**src/rtl/ttt_pkg.sv**
```systemverilog
// Shared types, codes and board-evaluation helpers for the tic-tac-toe controller.
package ttt_pkg;

    typedef enum logic [1:0] {EMPTY = 2'b00, X = 2'b01, O = 2'b10} cell_t;

    localparam logic [1:0] WIN_NONE = 2'b00;
    localparam logic [1:0] DRAW     = 2'b11;

    typedef logic [8:0][1:0] board_t;

    typedef enum logic [1:0] {TURN, SETTLE, CHECK, OVER} ctrl_state_t;

    // Rows, columns, diagonals; cell order within a triple is irrelevant.
    localparam logic [7:0][2:0][3:0] WIN_LINES = {
        {4'd2, 4'd4, 4'd6}, {4'd0, 4'd4, 4'd8},
        {4'd2, 4'd5, 4'd8}, {4'd1, 4'd4, 4'd7}, {4'd0, 4'd3, 4'd6},
        {4'd6, 4'd7, 4'd8}, {4'd3, 4'd4, 4'd5}, {4'd0, 4'd1, 4'd2}
    };

    function automatic logic line_win(input board_t b, input logic [1:0] code);
        logic hit;
        hit = 1'b0;
        for (int i = 0; i < 8; i++) begin
            if (b[WIN_LINES[i][0]] == code && b[WIN_LINES[i][1]] == code &&
                b[WIN_LINES[i][2]] == code)
                hit = 1'b1;
        end
        return hit;
    endfunction

    function automatic logic board_full(input board_t b);
        logic full;
        full = 1'b1;
        for (int i = 0; i < 9; i++)
            if (b[i] == EMPTY) full = 1'b0;
        return full;
    endfunction

    // Descending scan so the lowest empty index is the one left standing.
    function automatic logic [3:0] first_empty(input board_t b);
        logic [3:0] idx;
        idx = 4'd0;
        for (int i = 8; i >= 0; i--)
            if (b[i] == EMPTY) idx = 4'(i);
        return idx;
    endfunction

endpackage

```
**src/rtl/btn_edge_sync.sv**
```systemverilog
// Two-flop synchronizer plus registered rising-edge detector for a raw button.
module btn_edge_sync (
    input  logic clk,
    input  logic rst,
    input  logic btn,
    output logic evt
);

    logic s1, s2, s3;

    always_ff @(posedge clk or posedge rst) begin
        if (rst) begin
            s1  <= 1'b0;
            s2  <= 1'b0;
            s3  <= 1'b0;
            evt <= 1'b0;
        end else begin
            s1  <= btn;
            s2  <= s1;
            s3  <= s2;
            evt <= s2 & ~s3;
        end
    end

endmodule

```
**src/rtl/ttt_turn_ctrl.sv**
```systemverilog
// Turn sequencing for tic-tac-toe: cursor, placement strobes, turn timeout,
// and win/draw detection by reading the board back after each write.
module ttt_turn_ctrl
    import ttt_pkg::*;
#(
    parameter int TURN_TICKS = 500_000_000,
    parameter int TIMER_W    = 29
) (
    input  logic               clk,
    input  logic               rst,
    input  logic               btn_move,
    input  logic               btn_place,
    input  logic [8:0][1:0]    board,
    output logic [3:0]         pos,
    output logic               player,
    output logic               place,
    output logic               board_clr,
    output logic               illegal,
    output logic [1:0]         winner,
    output logic               game_over,
    output logic [TIMER_W-1:0] time_left
);

    localparam logic [TIMER_W-1:0] LAST_TICK = TIMER_W'(TURN_TICKS - 1);

    ctrl_state_t        state, nxt;
    logic [3:0]         pos_q;
    logic               player_q;
    logic [1:0]         winner_q;
    logic [TIMER_W-1:0] timer;
    logic               move_evt, place_evt;
    logic               cur_empty, timeout, do_place, do_auto, won, full;
    logic [1:0]         mark;

    btn_edge_sync u_move  (.clk(clk), .rst(rst), .btn(btn_move),  .evt(move_evt));
    btn_edge_sync u_place (.clk(clk), .rst(rst), .btn(btn_place), .evt(place_evt));

    assign cur_empty = (board[pos_q] == EMPTY);
    assign timeout   = (timer == LAST_TICK);
    assign mark      = player_q ? X : O;
    assign won       = line_win(board, mark);
    assign full      = board_full(board);
    // A legal press on the timeout cycle places at the cursor, not the fallback cell.
    assign do_place  = (state == TURN) && place_evt && cur_empty;
    assign do_auto   = (state == TURN) && timeout && !do_place;

    always_ff @(posedge clk or posedge rst) begin
        if (rst) state <= TURN;
        else     state <= nxt;
    end

    always_comb begin
        nxt = state;
        case (state)
            TURN:    if (do_place || do_auto) nxt = SETTLE;
            SETTLE:  nxt = CHECK;
            CHECK:   nxt = (won || full) ? OVER : TURN;
            OVER:    if (place_evt) nxt = TURN;
            default: nxt = TURN;
        endcase
    end

    always_comb begin
        place     = do_place || do_auto;
        illegal   = (state == TURN) && place_evt && !cur_empty && !timeout;
        board_clr = (state == OVER) && place_evt;
        game_over = (state == OVER);
        pos       = do_auto ? first_empty(board) : pos_q;
        player    = player_q;
        winner    = winner_q;
        time_left = LAST_TICK - timer;
    end

    always_ff @(posedge clk or posedge rst) begin
        if (rst) begin
            pos_q    <= 4'd0;
            player_q <= 1'b1;
            winner_q <= WIN_NONE;
            timer    <= '0;
        end else begin
            case (state)
                TURN: begin
                    if (do_auto)
                        pos_q <= first_empty(board);
                    else if (move_evt && !place_evt)
                        pos_q <= (pos_q == 4'd8) ? 4'd0 : 4'(pos_q + 4'd1);
                    // Held on the placement cycle so it never passes LAST_TICK.
                    if (!(do_place || do_auto))
                        timer <= timer + 1'b1;
                end
                CHECK: begin
                    if (won)
                        winner_q <= mark;
                    else if (full)
                        winner_q <= DRAW;
                    else begin
                        player_q <= ~player_q;
                        timer    <= '0;
                    end
                end
                OVER: begin
                    if (place_evt) begin
                        winner_q <= WIN_NONE;
                        player_q <= 1'b1;
                        pos_q    <= 4'd0;
                        timer    <= '0;
                    end
                end
                default: ;
            endcase
        end
    end

endmodule

```
**config.mk**
```make
export PLATFORM = sky130hd
export DESIGN_NAME = ttt_turn_ctrl
export DESIGN_NICKNAME = d
export VERILOG_FILES = /design/src/rtl/ttt_pkg.sv /design/src/rtl/btn_edge_sync.sv /design/src/rtl/ttt_turn_ctrl.sv
export SDC_FILE = /design/constraint.sdc
export NUM_CORES = 1
export LEC_CHECK = 0
export CAP_MARGIN = 20
export CORE_MARGIN = 2
export CORE_UTILIZATION = 40
export CTS_CLUSTER_DIAMETER = 80
export DETAILED_ROUTE_END_ITERATION = 10
export SYNTH_ARGS = -nofsm -noshare
export SYNTH_HDL_FRONTEND = slang
export SYNTH_SLANG_ARGS = --single-unit
```
**constraint.sdc**
```tcl
create_clock -name clk -period 4.1 [get_ports clk]
set_clock_uncertainty 0.15 [all_clocks]
set_input_delay 0.615 -clock clk [delete_from_list [all_inputs] [get_ports clk]]
set_output_delay 0.615 -clock clk [all_outputs]
set_load 0.01 [all_outputs]
```
Word level (Yosys, flattened, before mapping) --
Cells that the tools add are included. W data, S select, Z words.
Word-level totals: bits of input ports 22, register bits 46, output and inout port bits 40
Cells by class: add/subtract/negate cells 3, magnitude comparators 1, equal/unequal tests 21, bitwise logic cells 5, reductions and logical operators 49, muxes and demuxes 51
Operators by type and width (count):
- $mux W29 | 4
- $pmux W29 S3 | 1
- $mux W4 | 14
- $add A29 B1 Y29 const B | 1
- $eq A29 B29 Y1 const B | 1
- $sub A29 B29 Y29 const A | 1
- $logic_and A1 B1 Y1 | 24
- $logic_not A2 Y1 | 11
- $mux W1 | 20
- $eq A2 B2 Y1 | 9
- $mux W2 | 7
- $bmux W2 S4 | 1
- $ne A2 B2 Y1 const B | 4
- $pmux W2 S4 | 1
- $pmux W4 S2 | 1
- $reduce_and A3 Y1 | 2
- $lt A4 B5 Y1 const B | 1
- $reduce_and A5 Y1 | 1
- $add A4 B1 Y4 const B | 1
- $eq A2 B2 Y1 const B | 2
- $eq A4 B4 Y1 const B | 1
- $logic_not A1 Y1 | 4
- $pmux W2 S2 | 1
- $reduce_and A4 Y1 | 1
- other kinds (11) | 16

Logic depth before layout (Yosys ltp) --
Gate-level depths: netlist of run 1.
depth after elaboration 15, gate-level depth with buffers 12, gate-level depth less buffers 9

By module --
A second synthesis of run 1 with hierarchy kept.
Unflattened totals: cells, all modules 439, area total of the unflattened synthesis 3525.9 µm²
By module, submodules not included:
- ttt_turn_ctrl | sequential area each 952.2 µm², cells an instance 427, area an instance 3290.7 µm², times used 1
- btn_edge_sync | sequential area each 100.1 µm², cells an instance 6, area an instance 117.6 µm², times used 2

Worst setup path before layout of run 1 --
Ideal clock, no wire load.
path kind input -> register, start input board[1] (netlist bit), end register timer[20], data required time 3824 ps, library setup time 126 ps, arrival 2933 ps, path slack 891 ps, cell stages on the path 9, cells stage by stage and2b_1 -> and3_1 -> o32a_1 -> or4_4 -> o21a_1 -> or3_1 -> buf_6 -> buf_6 -> a221o_1
On the way: longest elaborated chain between the ends 12, elaborated cells on any way between the ends 33
Ends and longest elaborated chain:
- from (decl) | RTL line ttt_turn_ctrl.sv:13 | input logic [8:0][1:0] board,
- $logic_not A2 Y1 or $eq A2 B2 Y1 (tied branches) | RTL line ttt_pkg.sv:35, ttt_pkg.sv:25
- $mux W1 or $logic_and A1 B1 Y1 (tied branches) | RTL line ttt_pkg.sv:35, ttt_pkg.sv:24
- $mux W1, on equally long branches (8 in a row) | RTL line ttt_pkg.sv:35, ttt_pkg.sv:24
- $ne A2 B2 Y1 (no source line)
- $reduce_and A5 Y1 (no source line) *
- to (signal assigned) | RTL line ttt_turn_ctrl.sv:89 | timer <= timer + 1'b1;
- to (decl) | RTL line ttt_turn_ctrl.sv:30 | logic [TIMER_W-1:0] timer;
Mark *: on every way between the ends. The rest lies on a longest branch, timed or not. The select of a mux whose other input is x is not followed. A chain may end at the register's enable or synchronous reset.

Final worst setup path of run 1 --
start input board[14] (netlist bit), end output pos[3]
On the way: longest elaborated chain between the ends 10, elaborated cells on any way between the ends 16
Ends and longest elaborated chain:
- $logic_not A2 Y1 | RTL line ttt_pkg.sv:44 | if (b[i] == EMPTY) idx = 4'(i);
- $mux W4 (8 in a row) | RTL line ttt_pkg.sv:44
- $mux W4 * | RTL line ttt_turn_ctrl.sv:68 | pos = do_auto ? first_empty(board) : pos_q;
- to (decl) | RTL line ttt_turn_ctrl.sv:14 | output logic [3:0] pos,
Marked as above.

==> results.py, run 1 <==
metrics = {
    "global_routing": {
        "antenna_found_initial": 0,
        "grt_pass1_vias": 3378,
        "grt_first_pass_wirelength_um": 16300,
        "gr-usage-all-layers_pct": 20.3,
        "grt_max_degree": 47,
        "grt-ovfl-total": 0,
    },
    "floorplanning": {
        "die_w_um": 97.8,
        "num_rows": 34,
        "initial_core_util_pct": 40.8,
        "die_h_um": 97.8,
        "fp.coreArea_um2": 8640,
        "die_area_um2": 9570,
        "io_pins": 62,
    },
    "logic_synthesis": {
        "yosysUniqueCellTypes": 59,
        "synthArstFlopShare_pct": 100,
        "synth_ff_type": "dfrtp_1",
        "ys_ff_latch": 46,
        "postSynthAreaPerCell_um2": 8.29,
        "synthCells": 425,
        "yosysWarnings": 0,
        "synth_seq_area_share_pct": 32.7,
        "synth_edf_count": 0,
        "syn_area_um2": 3520,
        "synth_nets": 456,
    },
    "clock_network": {
        "cts_tree": "built",
        "cts_setup_buffers": 0,
        "cts_sinks": 46,
        "clk_latency_ns": 0.30,
        "cts_root_buf": "clkbuf_8",
        "ctsHoldBuffers": 0,
        "cts_htree_levels": 2,
        "numCtsBuffers": 5,
        "clk_path_buf_depth": 2,
        "clk_pin_slew_worst_paths_ns": 0.10,
    },
    "worst_setup_path": {
        "cp.depth": 9,
        "crit_path_frequent_cell": "clkdlybuf4s50_1",
        "crit_type": "in2out",
        "crit_fanout": 13,
        "cp-end-kind": "output pin",
        "cp_num_buf_inv": 3,
        "reg2regPathDepth": 8,
        "cp_slowest_cell": "clkdlybuf4s50_1",
        "critPathArrivalTime_ns": 3.18,
        "r2r_setup_slack_ns": 0.83,
        "startpoint_type": "primary input",
        "slowest_delay_ns": 0.52,
        "required_ns": 3.34,
        "path_cells": "clkdlybuf4s50_1 > nor2_1 > mux4_2 > a21oi_2 > nand2_1 > a31oi_1 > buf_4 > mux2_2 > clkdlybuf4s50_1",
        "crit_family": "buffers and inverters",
    },
    "timing": {
        "slew_headroom_pct": 35.2,
        "finalWorstSetupSlack_ns": 0.156,
        "fin_crit_sh_pct": 96.2,
        "whs_ns": 0.207,
        "tightestPinTransition_ns": 0.969,
        "setup_viol": 0,
        "period_minus_slack_ns": 3.94,
        "drv_slew": 0,
        "max_freq_mhz": 254,
        "tns_ns": 0,
        "hold_viol_final": 0,
        "rsz0062_at_grt": "no",
    },
    "power": {
        "vdd_drop_max_uv": 282,
        "p_per_area_nw_per_um2": 493,
        "p_leak_nw": 1.74,
        "power_mw": 2.14,
    },
    "run_status": {
        "status": "complete, no violations",
    },
    "cells_and_area": {
        "final_cell_mix": "clkdlybuf4s50_1, dfrtp_1, nor2_1",
        "diodes": 0,
        "layout.nets": 507,
        "utilization_pct": 50.2,
        "layout_commonest_cell": "clkdlybuf4s50_1",
        "syn2layout_area_growth_pct": 23.2,
        "drive_gt1_share_pct": 8.18,
    },
    "hold_path": {
        "hp-class": "reg2reg",
        "min_path_cells": 0,
    },
    "placed_design": {
        "hpwl_um": 7150,
        "port_buffers": 61,
        "gp_congestion": 0.890,
        "dp_slack_ns": 0.162,
    },
    "detailed_routing": {
        "vias": 3406,
        "routed_via_density": 5.82,
        "drc": 0,
        "ant_nets": 0,
        "wl_um": 9540,
        "wl_per_cell_um": 16.3,
        "drt_iter0_markers": 192,
        "dr.pass1.iters": 5,
    },
    "job": {
        "maxCapViolations": 0,
    },
}
-- per-stage QoR --
step,cell area (um2),std cells
after floorplan,3520,425
after global placement,4200,575
after detailed placement,4200,575
after CTS,4300,583
after global routing,4340,585
final,4340,585
-- cell type report --
type | count | area (um2)
sequential | 46 | 1150
clock inverter | 3 | 28.8
inverter | 21 | 78.8
multi-input combinational | 331 | 2180
fill | 866 | 4300
tap | 108 | 135
timing repair buffer | 71 | 698
clock buffer | 5 | 68.8
-- sequential cells by signal, indices dropped and copies added (netlist names), 2 cells and up --
register	cells
pos_q	4
state	2
timer	29
winner	2
-- repair_timing --
| item | 4_1_cts | 5_1_grt |
|---|---|---|
| endpoints found under the hold margin | 0 | 0 |
| setup endpoints to repair | 0 | 5 |
| gates resized for setup | 0 | 3 |
-- cell families (layout without fill, tap and decap cells) --
logic type / Yosys count / count (layout) / share of synthesized area [%]
simple gates: 192 / 192 / 29.6
compound gates: 100 / 100 / 20.0
buf+inv: 48 / 100 / 5.79
flops: 46 / 46 / 32.7
xor+xnor: 18 / 18 / 4.48
mux: 12 / 12 / 4.26
fa+ha+maj: 9 / 9 / 3.20
-- Yosys cell counts (7+ instances only) --
cell type | count | area share, %
dfrtp_1 | 45 | 32
nor2_1 | 41 | 4.4
nand2_1 | 34 | 3.6
a21oi_1 | 25 | 3.6
clkbuf_1 | 20 | 2.1
inv_1 | 20 | 2.1
o21ai_0 | 17 | 2.4
nand3_1 | 16 | 2.3
nor2b_1 | 14 | 2.5
a221o_1 | 13 | 3.7
and3_1 | 13 | 2.3
or4_1 | 12 | 2.6
nor3_1 | 11 | 1.6
nor4_1 | 11 | 2.0
o31ai_1 | 11 | 2.3
xnor2_1 | 10 | 2.5
ha_1 | 9 | 3.2
xor2_1 | 8 | 2.0
nand4_1 | 7 | 1.2
-- routing by layer --
metal / up-vias / share of wire [%] / GRT usage (%)
li1: 1671 / - / -
met1: 1631 / 47 / 26.7
met2: 91 / 48 / 35.4
met4: 0 / 1.6 / 5.88
met3: 13 / 3.5 / 2.29
met5: - / 0 / 0
-- final timing paths --
kind | startpoint | endpoint
max | board[14] | pos[3]
min | u_move.s1 | u_move.s2
max reg2reg | player | timer[3]
min reg2reg | u_move.s1 | u_move.s2
max in group asynchronous | rst | player
min in group asynchronous | rst | u_place.s2
-- where the power goes --
part | internal [mW] | total [mW] | switching (mW)
Combinational | 0.512 | 1.13 | 0.616
Sequential | 0.553 | 0.704 | 0.151
Clock | 0.128 | 0.305 | 0.177
(Power assumes the default switching activity.)
==> inputs of run 2 (changes only) <==
--- a/config.mk
+++ b/config.mk
@@ -7,9 +7,10 @@
 export LEC_CHECK = 0
 export CAP_MARGIN = 20
 export CORE_MARGIN = 2
-export CORE_UTILIZATION = 40
+export CORE_UTILIZATION = 30
 export CTS_CLUSTER_DIAMETER = 80
 export DETAILED_ROUTE_END_ITERATION = 10
+export GPL_ROUTABILITY_DRIVEN = 0
 export SYNTH_ARGS = -nofsm -noshare
 export SYNTH_HDL_FRONTEND = slang
 export SYNTH_SLANG_ARGS = --single-unit
==> constraint.sdc (replaced) <==
create_clock -name clk -period 4.32 [get_ports clk]
set_clock_uncertainty 0.15 [all_clocks]
set_input_delay 0.648 -clock clk [delete_from_list [all_inputs] [get_ports clk]]
set_output_delay 0.648 -clock clk [all_outputs]
set_load 0.01 [all_outputs]
==> run 2 against run 1 <==
Combinational power decreased by 5%. Non-clock buffer count decreased by 1. Total power is 2.3% higher. Register-to-register slack improved by 0.14 ns. Sequential share of layout area down 0.58 points. Flip-flop and latch count unchanged. Sequential power is 5.4% lower. Highest routed layer unchanged.
==> results.py, run 2 (synthesized netlist as in run 1, its figures left out) <==
metrics = {
    "job": {
        "maxCapViolations": 0,
    },
    "detailed_routing": {
        "drc": 0,
        "drt_iter0_markers": 175,
        "ant_nets": 0,
        "wl_um": 10100,
        "vias": 3457,
        "dr.pass1.iters": 4,
        "wl_per_cell_um": 16.3,
        "routed_via_density": 5.58,
    },
    "clock_network": {
        "cts_htree_levels": 2,
        "cts_tree": "built",
        "numCtsBuffers": 5,
        "ctsHoldBuffers": 0,
        "cts_root_buf": "clkbuf_16",
        "cts_setup_buffers": 0,
        "clk_path_buf_depth": 2,
        "cts_sinks": 46,
        "clk_latency_ns": 0.29,
        "clk_pin_slew_worst_paths_ns": 0.06,
        "cts-resized-gates": 0,
    },
    "floorplanning": {
        "die_area_um2": 12600,
        "fp.coreArea_um2": 11400,
        "die_w_um": 112,
        "die_h_um": 112,
        "initial_core_util_pct": 30.8,
        "io_pins": 62,
        "num_rows": 39,
    },
    "placed_design": {
        "port_buffers": 61,
        "hpwl_um": 7460,
        "place_area_um2": 4250,
    },
    "timing": {
        "period_minus_slack_ns": 4.11,
        "hold_viol_final": 0,
        "tightestPinTransition_ns": 1.09,
        "setup_viol": 0,
        "tns_ns": 0,
        "whs_ns": 0.200,
        "drv_slew": 0,
        "fin_crit_sh_pct": 95.1,
        "slew_headroom_pct": 27.0,
        "rsz0062_at_grt": "no",
        "max_freq_mhz": 243,
    },
    "power": {
        "p_leak_nw": 1.77,
        "p_per_area_nw_per_um2": 493,
        "vdd_drop_max_uv": 288,
    },
    "cells_and_area": {
        "layout.nets": 506,
        "multi_input_area_um2": 2170,
        "fillers": 1188,
        "diodes": 0,
        "seqCellArea_um2": 1150,
        "syn2layout_area_growth_pct": 25.9,
        "top_register": "timer",
        "final_cell_mix": "clkdlybuf4s50_1, dfrtp_1, nor2_1",
        "layout_commonest_cell": "clkdlybuf4s50_1",
        "drive_gt1_share_pct": 7.56,
        "design_area_um2": 4440,
        "largestRegisters": "timer (29), pos_q (4)",
        "largest_reg_flops": 29,
    },
    "worst_setup_path": {
        "critPathArrivalTime_ns": 3.31,
        "required_ns": 3.52,
        "crit_type": "reg2out",
        "timing.rr.end": "timer[22]",
        "startpoint_type": "register",
        "crit_fanout": 13,
        "r2r_setup_slack_ns": 0.97,
        "r2r-start": "state[0]",
        "cp-end-kind": "output pin",
        "reg2regPathDepth": 9,
    },
    "hold_path": {
        "min_path_cells": 0,
        "whs_endpoint": "u_place.s2",
        "hold_start": "u_place.s1",
        "hp-class": "reg2reg",
    },
    "global_routing": {
        "grt_pass1_vias": 3281,
        "gr-usage-all-layers_pct": 15.8,
        "grt_max_degree": 47,
        "grt-ovfl-total": 0,
        "grt_first_pass_wirelength_um": 16400,
        "antenna_found_initial": 0,
    },
    "run_status": {
        "status": "complete, no violations",
    },
}
## run 2: worst max-delay path: stages (launching register included)
cell	delay (ns)
dfrtp_1	0.41
inv_1	0.11
ha_1	0.28
or3b_2	0.46
nor4_1	0.39
nand2_1	0.17
a31oi_1	0.16
buf_4	0.21
mux2_2	0.35
clkdlybuf4s50_1	0.47
## run 2: layer usage
| layer | up-vias | wire, um | part of all wire [%] | global-route usage [%] |
|---|---|---|---|---|
| li1 | 1668 | - | - | - |
| met1 | 1679 | 4600 | 46 | 22.0 |
| met2 | 100 | 4990 | 50 | 25.8 |
| met3 | 10 | 380 | 3.8 | 2.11 |
| met4 | 0 | 96 | 0.95 | 4.63 |
| met5 | - | 0 | 0 | 0 |
## run 2: how the worst max path moves through the flow
stage | depth (start not counted) | from | endpoint
3_3_place_gp | 9 | board[10] | pos[3]
2_1_floorplan | 9 | board[1] | timer[20]
3_5_place_dp | 9 | board[14] | pos[3]
6_report | 9 | state[0] | pos[3]
5_1_grt | 9 | state[0] | pos[3]
4_1_cts | 9 | state[0] | pos[3]
## run 2: stage by stage
step | power [mW] | setup slack, ns | instances | util [%]
floorplan | 1.36 | 1.08 | 425 | -
CTS | 2.20 | 0.191 | 618 | 38.7
detailed placement | 1.75 | 0.307 | 610 | 37.2
global placement | 1.73 | 0.333 | 610 | 37.2
finish | 2.19 | 0.211 | 619 | 38.8
global route | 2.34 | 0.0392 | 619 | 38.8
## run 2: power breakdown
group | switching [mW] | total (mW) | leakage, nW | internal (mW)
combinational | 0.597 | 1.07 | 1.09 | 0.477
clock | 0.171 | 0.445 | 0.0842 | 0.274
sequential | 0.140 | 0.666 | 0.590 | 0.526
## run 2: area by class of cell
class,instances,share of cell area [%]
multi-input cells,331,48.8
clock inverters,3,0.987
repair buffers,70,15.6
well taps,143,4.03
clock buffers,5,2.82
flip-flops and latches,46,26.0
inverters,21,1.78
==> inputs of run 3 (changes only) <==
==> constraint.sdc (replaced) <==
create_clock -name clk -period 3.7 [get_ports clk]
set_clock_uncertainty 0.15 [all_clocks]
set_input_delay 0.555 -clock clk [delete_from_list [all_inputs] [get_ports clk]]
set_output_delay 0.555 -clock clk [all_outputs]
set_load 0.01 [all_outputs]
==> run 3 against run 2 <==
Critical path depth unchanged. Non-clock buffer count increased by 28. Wire length increased by 2.8%. Sequential share of layout area decreased by 1.3 points. Flip-flop and latch count unchanged. Worst hold slack got worse by 0.0018 ns. Die area unchanged. Combinational power increased by 29%. Sequential power increased by 17%. Total power increased by 22%. Largest power group unchanged. Highest routed layer unchanged.
==> results.py, run 3 (synthesized netlist as in run 1, its figures left out) <==
metrics = {
    "cells_and_area": {
        "largest_reg_flops": 29,
        "final_cell_mix": "clkdlybuf4s50_1, dfrtp_1, nor2_1",
        "fillers": 1149,
        "layout.nets": 534,
        "drive_gt1_share_pct": 13.5,
        "layout_commonest_cell": "clkdlybuf4s50_1",
        "top_register": "timer",
        "finalNonFillerCells": 647,
        "design_area_um2": 4680,
        "syn2layout_area_growth_pct": 32.9,
        "largestRegisters": "timer (29), pos_q (4)",
        "diodes": 0,
    },
    "floorplanning": {
        "die_area_um2": 12600,
        "die_w_um": 112,
        "initial_core_util_pct": 30.8,
        "num_rows": 39,
        "fp.coreArea_um2": 11400,
        "io_pins": 62,
        "die_h_um": 112,
    },
    "detailed_routing": {
        "wl_um": 10400,
        "drc": 0,
        "drt_iter0_markers": 191,
        "routed_via_density": 5.45,
        "dr.pass1.iters": 4,
        "vias": 3523,
        "ant_nets": 0,
        "wl_per_cell_um": 16.0,
    },
    "power": {
        "vdd_drop_max_uv": 329,
        "p_per_area_nw_per_um2": 572,
        "p_leak_nw": 1.94,
        "power_mw": 2.68,
    },
    "global_routing": {
        "grt-ovfl-total": 0,
        "gr-usage-all-layers_pct": 16.3,
        "grt_first_pass_wirelength_um": 17000,
        "antenna_found_initial": 0,
        "grt_pass1_vias": 3467,
        "grt_max_degree": 47,
    },
    "job": {
        "maxCapViolations": 0,
    },
    "clock_network": {
        "clk_path_buf_depth": 2,
        "cts_sinks": 46,
        "clk_latency_ns": 0.29,
        "cts_root_buf": "clkbuf_16",
        "cts_tree": "built",
        "cts_htree_levels": 2,
        "numCtsBuffers": 5,
        "clk_pin_slew_worst_paths_ns": 0.06,
    },
    "worst_setup_path": {
        "startpoint_type": "primary input",
        "cp-end-kind": "output pin",
        "crit_type": "in2out",
        "critPathArrivalTime_ns": 2.86,
        "crit_fanout": 6,
        "r2r-start": "player",
        "startpoint": "board[11]",
        "slowest_delay_ns": 0.52,
        "cp_slowest_cell": "clkdlybuf4s50_1",
        "crit_family": "buffers and inverters",
        "cp_num_buf_inv": 3,
        "required_ns": 2.99,
        "path_cells": "clkdlybuf4s50_1 > nor2_1 > mux4_2 > a21oi_2 > nand2_1 > a31oi_1 > buf_4 > mux2_2 > dlygate4sd2_1",
    },
    "placed_design": {
        "port_buffers": 61,
        "dp_slack_ns": -0.0477,
        "hpwl_um": 7690,
        "place_area_um2": 4460,
        "placedCellCount": 637,
    },
    "hold_path": {
        "hold_start": "u_move.s1",
        "hp-class": "reg2reg",
    },
    "timing": {
        "setup_viol": 0,
        "hold_viol_final": 0,
        "whs_ns": 0.198,
        "tightestPinTransition_ns": 0.676,
        "max_freq_mhz": 280,
        "finalWorstSetupSlack_ns": 0.132,
        "period_minus_slack_ns": 3.57,
        "fin_crit_sh_pct": 96.4,
        "slew_headroom_pct": 54.8,
        "rsz0062_at_grt": "no",
        "drv_slew": 0,
    },
    "run_status": {
        "status": "complete, no violations",
    },
}
-- run 3: report_power, final --
part / internal (mW) / total, mW / switching, mW / leakage (nW)
logic: 0.651 / 1.38 / 0.727 / 1.27
registers: 0.615 / 0.782 / 0.167 / 0.589
clock network: 0.319 / 0.516 / 0.197 / 0.0771
total: 1.59 / 2.68 / 1.09 / 1.94
-- run 3: worst paths after layout --
path | endpoint | slack, ns | depth (start not counted)
hold reg to reg | u_move.s2 | 0.20 | 0
min in group asynchronous | timer[8] | 0.45 | 2
hold / removal | u_move.s2 | 0.20 | 0
max in group asynchronous | pos_q[2] | 2.44 | 3
setup reg to reg | timer[22] | 0.46 | 8
setup / recovery | pos[3] | 0.13 | 9
-- run 3: layout make-up --
class                           instances  area (um2)  area share (%)
Sequential cell                        46        1150            24.6
Inverter                               21        78.8            1.68
Clock buffer                            6         129            2.75
Timing Repair Buffer                   98         920            19.6
Multi-Input combinational cell        331        2180            46.6
Tap cell                              143         179            3.82
Clock inverter                          2        37.5           0.802
-- run 3: routing by layer --
layer | global-route usage [%] | up-vias | part of all wire [%]
met5 | 0 | - | 0
met4 | 3.82 | 0 | 0.83
met3 | 2.59 | 8 | 5.4
met2 | 27.2 | 77 | 49
met1 | 22.3 | 1713 | 45
li1 | - | 1725 | -
-- run 3: timing repair --
action	CTS	global route
setup buffers	0	1
hold buffers	0	0
setup endpoints to repair	6	7
gates resized for setup	5	6
pin swaps	0	1
-- run 3: stage by stage --
stage               setup TNS [ns]  utilization [%]
floorplan                        0                -
global route                     0             41.0
detailed placement         -0.0477             39.1
global placement          -0.00802             39.1
finish                           0             41.0
CTS                              0             40.6
